--- src/rtl/periph_bus_master.sv ---
// periph_bus_master: load/store initiator onto a word-wide peripheral register bus
// Byte and half stores run as read-modify-write; loads are lane-selected and extended.
module periph_bus_master #(
  parameter int WORD_ADDR_BITS = 22
) (
  input  logic        clk,
  input  logic        rst,
  input  logic        req_valid,
  output logic        req_ready,
  input  logic [31:0] req_addr,
  input  logic        req_wr,
  input  logic [1:0]  req_size,
  input  logic        req_unsigned,
  input  logic [31:0] req_wdata,
  output logic        resp_valid,
  input  logic        resp_ready,
  output logic [31:0] resp_rdata,
  output logic        resp_err,
  output logic [31:0] bus_addr,
  output logic        bus_wr,
  output logic [31:0] bus_wdata,
  input  logic [31:0] bus_rdata
);
  localparam int AW = WORD_ADDR_BITS + 2;
  typedef enum logic [2:0] {IDLE, READ, RMW_RD, RMW_WR, WRITE, RESP} state_t;
  state_t state, next;
  logic [AW-1:0] addr_q;
  logic [1:0]  size_q;
  logic        uns_q, err_q, bad, busy;
  logic [31:0] wdata_q, merge_q, rdata_q, mask, merged, ext;
  logic [15:0] lane;
  logic [4:0]  sh;
  always_comb begin
    bad = req_size == 2'b11 || (req_size == 2'b01 && req_addr[0]) ||
          (req_size == 2'b10 && req_addr[1:0] != 2'b00) || (req_addr >> AW) != 32'd0;
    sh = size_q == 2'b00 ? {addr_q[1:0], 3'b000} : {addr_q[1], 4'b0000};
    mask = (size_q == 2'b00 ? 32'h0000_00ff : 32'h0000_ffff) << sh;
    merged = (merge_q & ~mask) | ((wdata_q << sh) & mask);
    lane = 16'(bus_rdata >> sh);
    ext = size_q == 2'b10 ? bus_rdata :
          size_q == 2'b01 ? {{16{~uns_q & lane[15]}}, lane} :
                            {{24{~uns_q & lane[7]}}, lane[7:0]};
  end
  always_ff @(posedge clk or posedge rst)
    if (rst) state <= IDLE;
    else     state <= next;
  always_comb begin
    next = state;
    case (state)
      IDLE:   if (req_valid) next = bad ? RESP : !req_wr ? READ : req_size == 2'b10 ? WRITE : RMW_RD;
      READ:   next = RESP;
      RMW_RD: next = RMW_WR;
      RMW_WR: next = RESP;
      WRITE:  next = RESP;
      RESP:   if (resp_ready) next = IDLE;
      default: next = IDLE;
    endcase
  end
  always_comb begin
    busy = state == READ || state == RMW_RD || state == RMW_WR || state == WRITE;
    req_ready = state == IDLE;
    resp_valid = state == RESP;
    resp_rdata = resp_valid ? rdata_q : 32'd0;
    resp_err = resp_valid & err_q;
    bus_addr = busy ? 32'(addr_q[AW-1:2]) : 32'd0;
    bus_wr = state == RMW_WR || state == WRITE;
    bus_wdata = state == WRITE ? wdata_q : state == RMW_WR ? merged : 32'd0;
  end
  always_ff @(posedge clk or posedge rst)
    if (rst) begin
      addr_q  <= '0;
      size_q  <= '0;
      uns_q   <= 1'b0;
      err_q   <= 1'b0;
      wdata_q <= '0;
      merge_q <= '0;
      rdata_q <= '0;
    end else begin
      if (state == IDLE && req_valid) begin
        addr_q  <= req_addr[AW-1:0];
        size_q  <= req_size;
        uns_q   <= req_unsigned;
        wdata_q <= req_wdata;
        err_q   <= bad;
        rdata_q <= '0;
      end
      if (state == READ) rdata_q <= ext;
      if (state == RMW_RD) merge_q <= bus_rdata;
    end
endmodule
--- config.mk ---
export PLATFORM = sky130hd
export DESIGN_NAME = periph_bus_master
export DESIGN_NICKNAME = d
export VERILOG_FILES = /design/src/rtl/periph_bus_master.sv
export SDC_FILE = /design/constraint.sdc
export NUM_CORES = 1
export LEC_CHECK = 0
export CORE_MARGIN = 3
export CORE_UTILIZATION = 45
export DETAILED_ROUTE_END_ITERATION = 8
export PLACE_DENSITY = 0.77
export SYNTH_ARGS = -nofsm -noshare
export SYNTH_HDL_FRONTEND = slang
export SYNTH_SLANG_ARGS = --single-unit
--- constraint.sdc ---
create_clock -name clk -period 4.99 [get_ports clk]
set_input_delay 0.499 -clock clk [delete_from_list [all_inputs] [get_ports clk]]
set_output_delay 0.499 -clock clk [all_outputs]
set_load 0.01 [all_outputs]
==> metrics.cfg <==
[placement]
dp_hpwl_mm = 14.41
port_buffers = 193
dp.cells = 926
place_ws_ns = 1.783
globalplace.congestion = 0.9167
placed_area_sq_um = 8655

[timing]
hold_violations = 0
maxSlewViolCount = 0
relSlewSlack_pct = 35.83
fin_crit_sh_pct = 74.23
max_freq_mhz = 270.0
rsz0062_at_grt = false
tns_ns = 0
worst_pin_slew_ns = 0.9626
fin_ws_ns = 1.286
clock_skew_ns = 0.007778
finalCriticalPeriod_ns = 3.704
setup-violations-final = 0

[detailed_routing]
wire_per_inst_um = 20.58
vias = 5421
ant_nets = 0
drt-initial-drc-count = 419
firstDrtPassIters = 5
wl_mm = 19.71
remaining_drc_errors = 0
via_per_inst = 5.659

[clocking]
clkLatencyLatePin_ns = 0.42
cts_hold_buf = 0
path_clk_slew_ns = 0.06
clock_sinks = 127
cts_resized = 0
cts_root_buffer = clkbuf_16
cts_tree = yes
cts_buffers = 17
post_cts_buffers = 0
cts_max_level = 4
cts.path.max_buffers = 2

[floorplanning]
io-pin-count = 204
die_w_um = 127.7
die-area_sq_um = 16300
chipHeight_um = 127.7
initial_core_util_pct = 46.90
core_area_sq_um = 14200
row_count = 43

[cells_and_area]
diodes = 0
regArea_sq_um = 3178
areaGrowthSynthToFinish_pct = 38.79
mostFrequentLayoutCell = clkdlybuf4s50_1
layout.nets = 869
multi_input_area_sq_um = 3227
final_core_util_pct = 65.09
fillCellCount = 1143
final_cell_mix = clkdlybuf4s50_1 (193), dfrtp_1 (127), mux2_2 (104)
final_area_sq_um = 9245
drive_above_1_share_pct = 21.85
stdcell_count = 958

[run_status]
outcome = complete, no violations

[setup_path]
required_ns = 4.49
path_class = reg -> out
crit_family = buffers and inverters
worstPathMaxFanout = 22
worstPathCellList = inv_1, nor2_2, mux2i_1, o21ai_0, clkdlybuf4s50_1
endpoint_kind = output port
r2r_cells = 5
critPathArrivalTime_ns = 3.21
cp-start-kind = register
crit_slowest_cell = dfrtp_1
cpPeakStageDelay_ns = 0.82
worst-path-buf-inv = 2
path_depth = 5

[global_route]
grt_pass1_wl_mm = 31.07
gr-total-overflow = 0
grt_usage_pct = 24.61
grt_antenna_before_repair = 0
first_global_vias = 5769
grt_max_degree = 61

[yosys]
synth-edff-count = 0
ys_seq_area_share_pct = 47.71
syn_area_sq_um = 6661
synthFlopType = dfrtp_1
syn_avg_cell_area_sq_um = 11.39
synth_seq_cells = 127
synthDistinctLibCells = 49
synthCells = 585
ys_warn_count = 0
async_flop_share_pct = 100.0

[power_and_ir_drop]
powerDensity_nw_per_um2 = 567.5
peakVddDrop_uv = 314.9
leakage_uw = 0.004033

[worst_hold_path]
holdCritPathClass = reg -> reg
min_delay_path_depth = 2

[flow_run]
max-cap-violations = 0

## kinds of logic (layout without fill, tap and decap cells)
kind of cell	after synthesis	count (layout)	synth area share [%]
simple gates	147	147	13.24
other cells	1	10	0.05629
mux	139	139	23.18
xor+xnor	1	1	0.1315
buf+inv	56	240	4.414
compound gates	114	114	11.27
flops	127	127	47.71
## cell usage after synthesis, types with 2 or more instances
| cell type | n | area share, % |
|---|---|---|
| o32ai_1 | 7 | 0.92 |
| nor4_1 | 3 | 0.28 |
| o21ai_0 | 31 | 2.3 |
| and3_1 | 7 | 0.66 |
| clkbuf_1 | 19 | 1.1 |
| buf_2 | 16 | 1.2 |
| o211ai_1 | 9 | 1.0 |
| buf_6 | 2 | 0.34 |
| nand3_2 | 10 | 1.5 |
| a22oi_1 | 24 | 2.7 |
| nor3_1 | 3 | 0.23 |
| a22o_1 | 8 | 1.1 |
| o21ai_1 | 13 | 0.98 |
| nand2_1 | 41 | 2.3 |
| or3b_1 | 2 | 0.26 |
| mux2_1 | 8 | 1.4 |
| a21oi_1 | 11 | 0.83 |
| mux2i_1 | 26 | 3.9 |
| nand3_1 | 7 | 0.53 |
| nor2_1 | 3 | 0.17 |
| and2_1 | 57 | 5.4 |
| dfrtp_1 | 127 | 48 |
| inv_1 | 6 | 0.34 |
| a21o_1 | 2 | 0.23 |
| mux2_2 | 104 | 18 |
| nor2b_1 | 2 | 0.19 |
| buf_4 | 13 | 1.5 |
| nor2_2 | 3 | 0.28 |
## registers in the layout, indices dropped and copies added, names as in the netlist
signal	flops
merge_q	32
uns_q	1
addr_q	24
wdata_q	32
size_q	2
state	3
rdata_q	32
err_q	1
## final timing paths
| path | slack [ns] | to | start |
|---|---|---|---|
| max reg2reg | 2.40 | rdata_q[11]$_DFFE_PP0P_ | size_q[0]$_DFFE_PP0P_ |
| min reg2reg | 0.48 | rdata_q[3]$_DFFE_PP0P_ | rdata_q[3]$_DFFE_PP0P_ |
| min | 0.48 | rdata_q[3]$_DFFE_PP0P_ | rdata_q[3]$_DFFE_PP0P_ |
| min in group asynchronous | 0.57 | wdata_q[18]$_DFFE_PP0P_ | rst |
| max in group asynchronous | 3.47 | addr_q[6]$_DFFE_PP0P_ | rst |
| max | 1.29 | bus_wdata[26] | addr_q[1]$_DFFE_PP0P_ |
## where the power goes
part | switching (uW) | internal, uW | leakage, uW | total (uW)
combinational | 1070 | 1250 | 0.00212 | 2330
clock | 472 | 762 | 0.000297 | 1230
sequential | 303 | 1380 | 0.00162 | 1690
## metrics by stage
| stage | hold WS (ns) | total power (uW) |
|---|---|---|
| after detailed placement | 0.4668 | 4014 |
| after CTS | 0.4792 | 5268 |
| after floorplan | 0.4402 | 3010 |
| after global routing | 0.5065 | 5564 |
| final | 0.4812 | 5246 |
| after global placement | 0.4641 | 3942 |
## final cells by class
class	instances	share of cell area [%]
clock buffers	19	4.899
clock inverters	13	1.489
inverters	6	0.2707
multi-input cells	411	34.90
flip-flops and latches	127	34.38
well taps	180	2.436
repair buffers	202	21.63
## layer usage
layer,wire [um],share of wire (%),track usage (%)
met5,0,0,0
met4,311,1.6,6.991
met3,1826,9.3,8.125
met2,9299,47,39.67
met1,8276,42,31.97
## worst reg2reg max path: cells and delay by family, from the launching register on
kind	cells	cell delay, ns
flops	1	0.44
mux	1	0.58
simple gates	2	0.89
buf+inv	1	0.30
compound gates	1	0.20
Power figures use the tool's default switching activity.
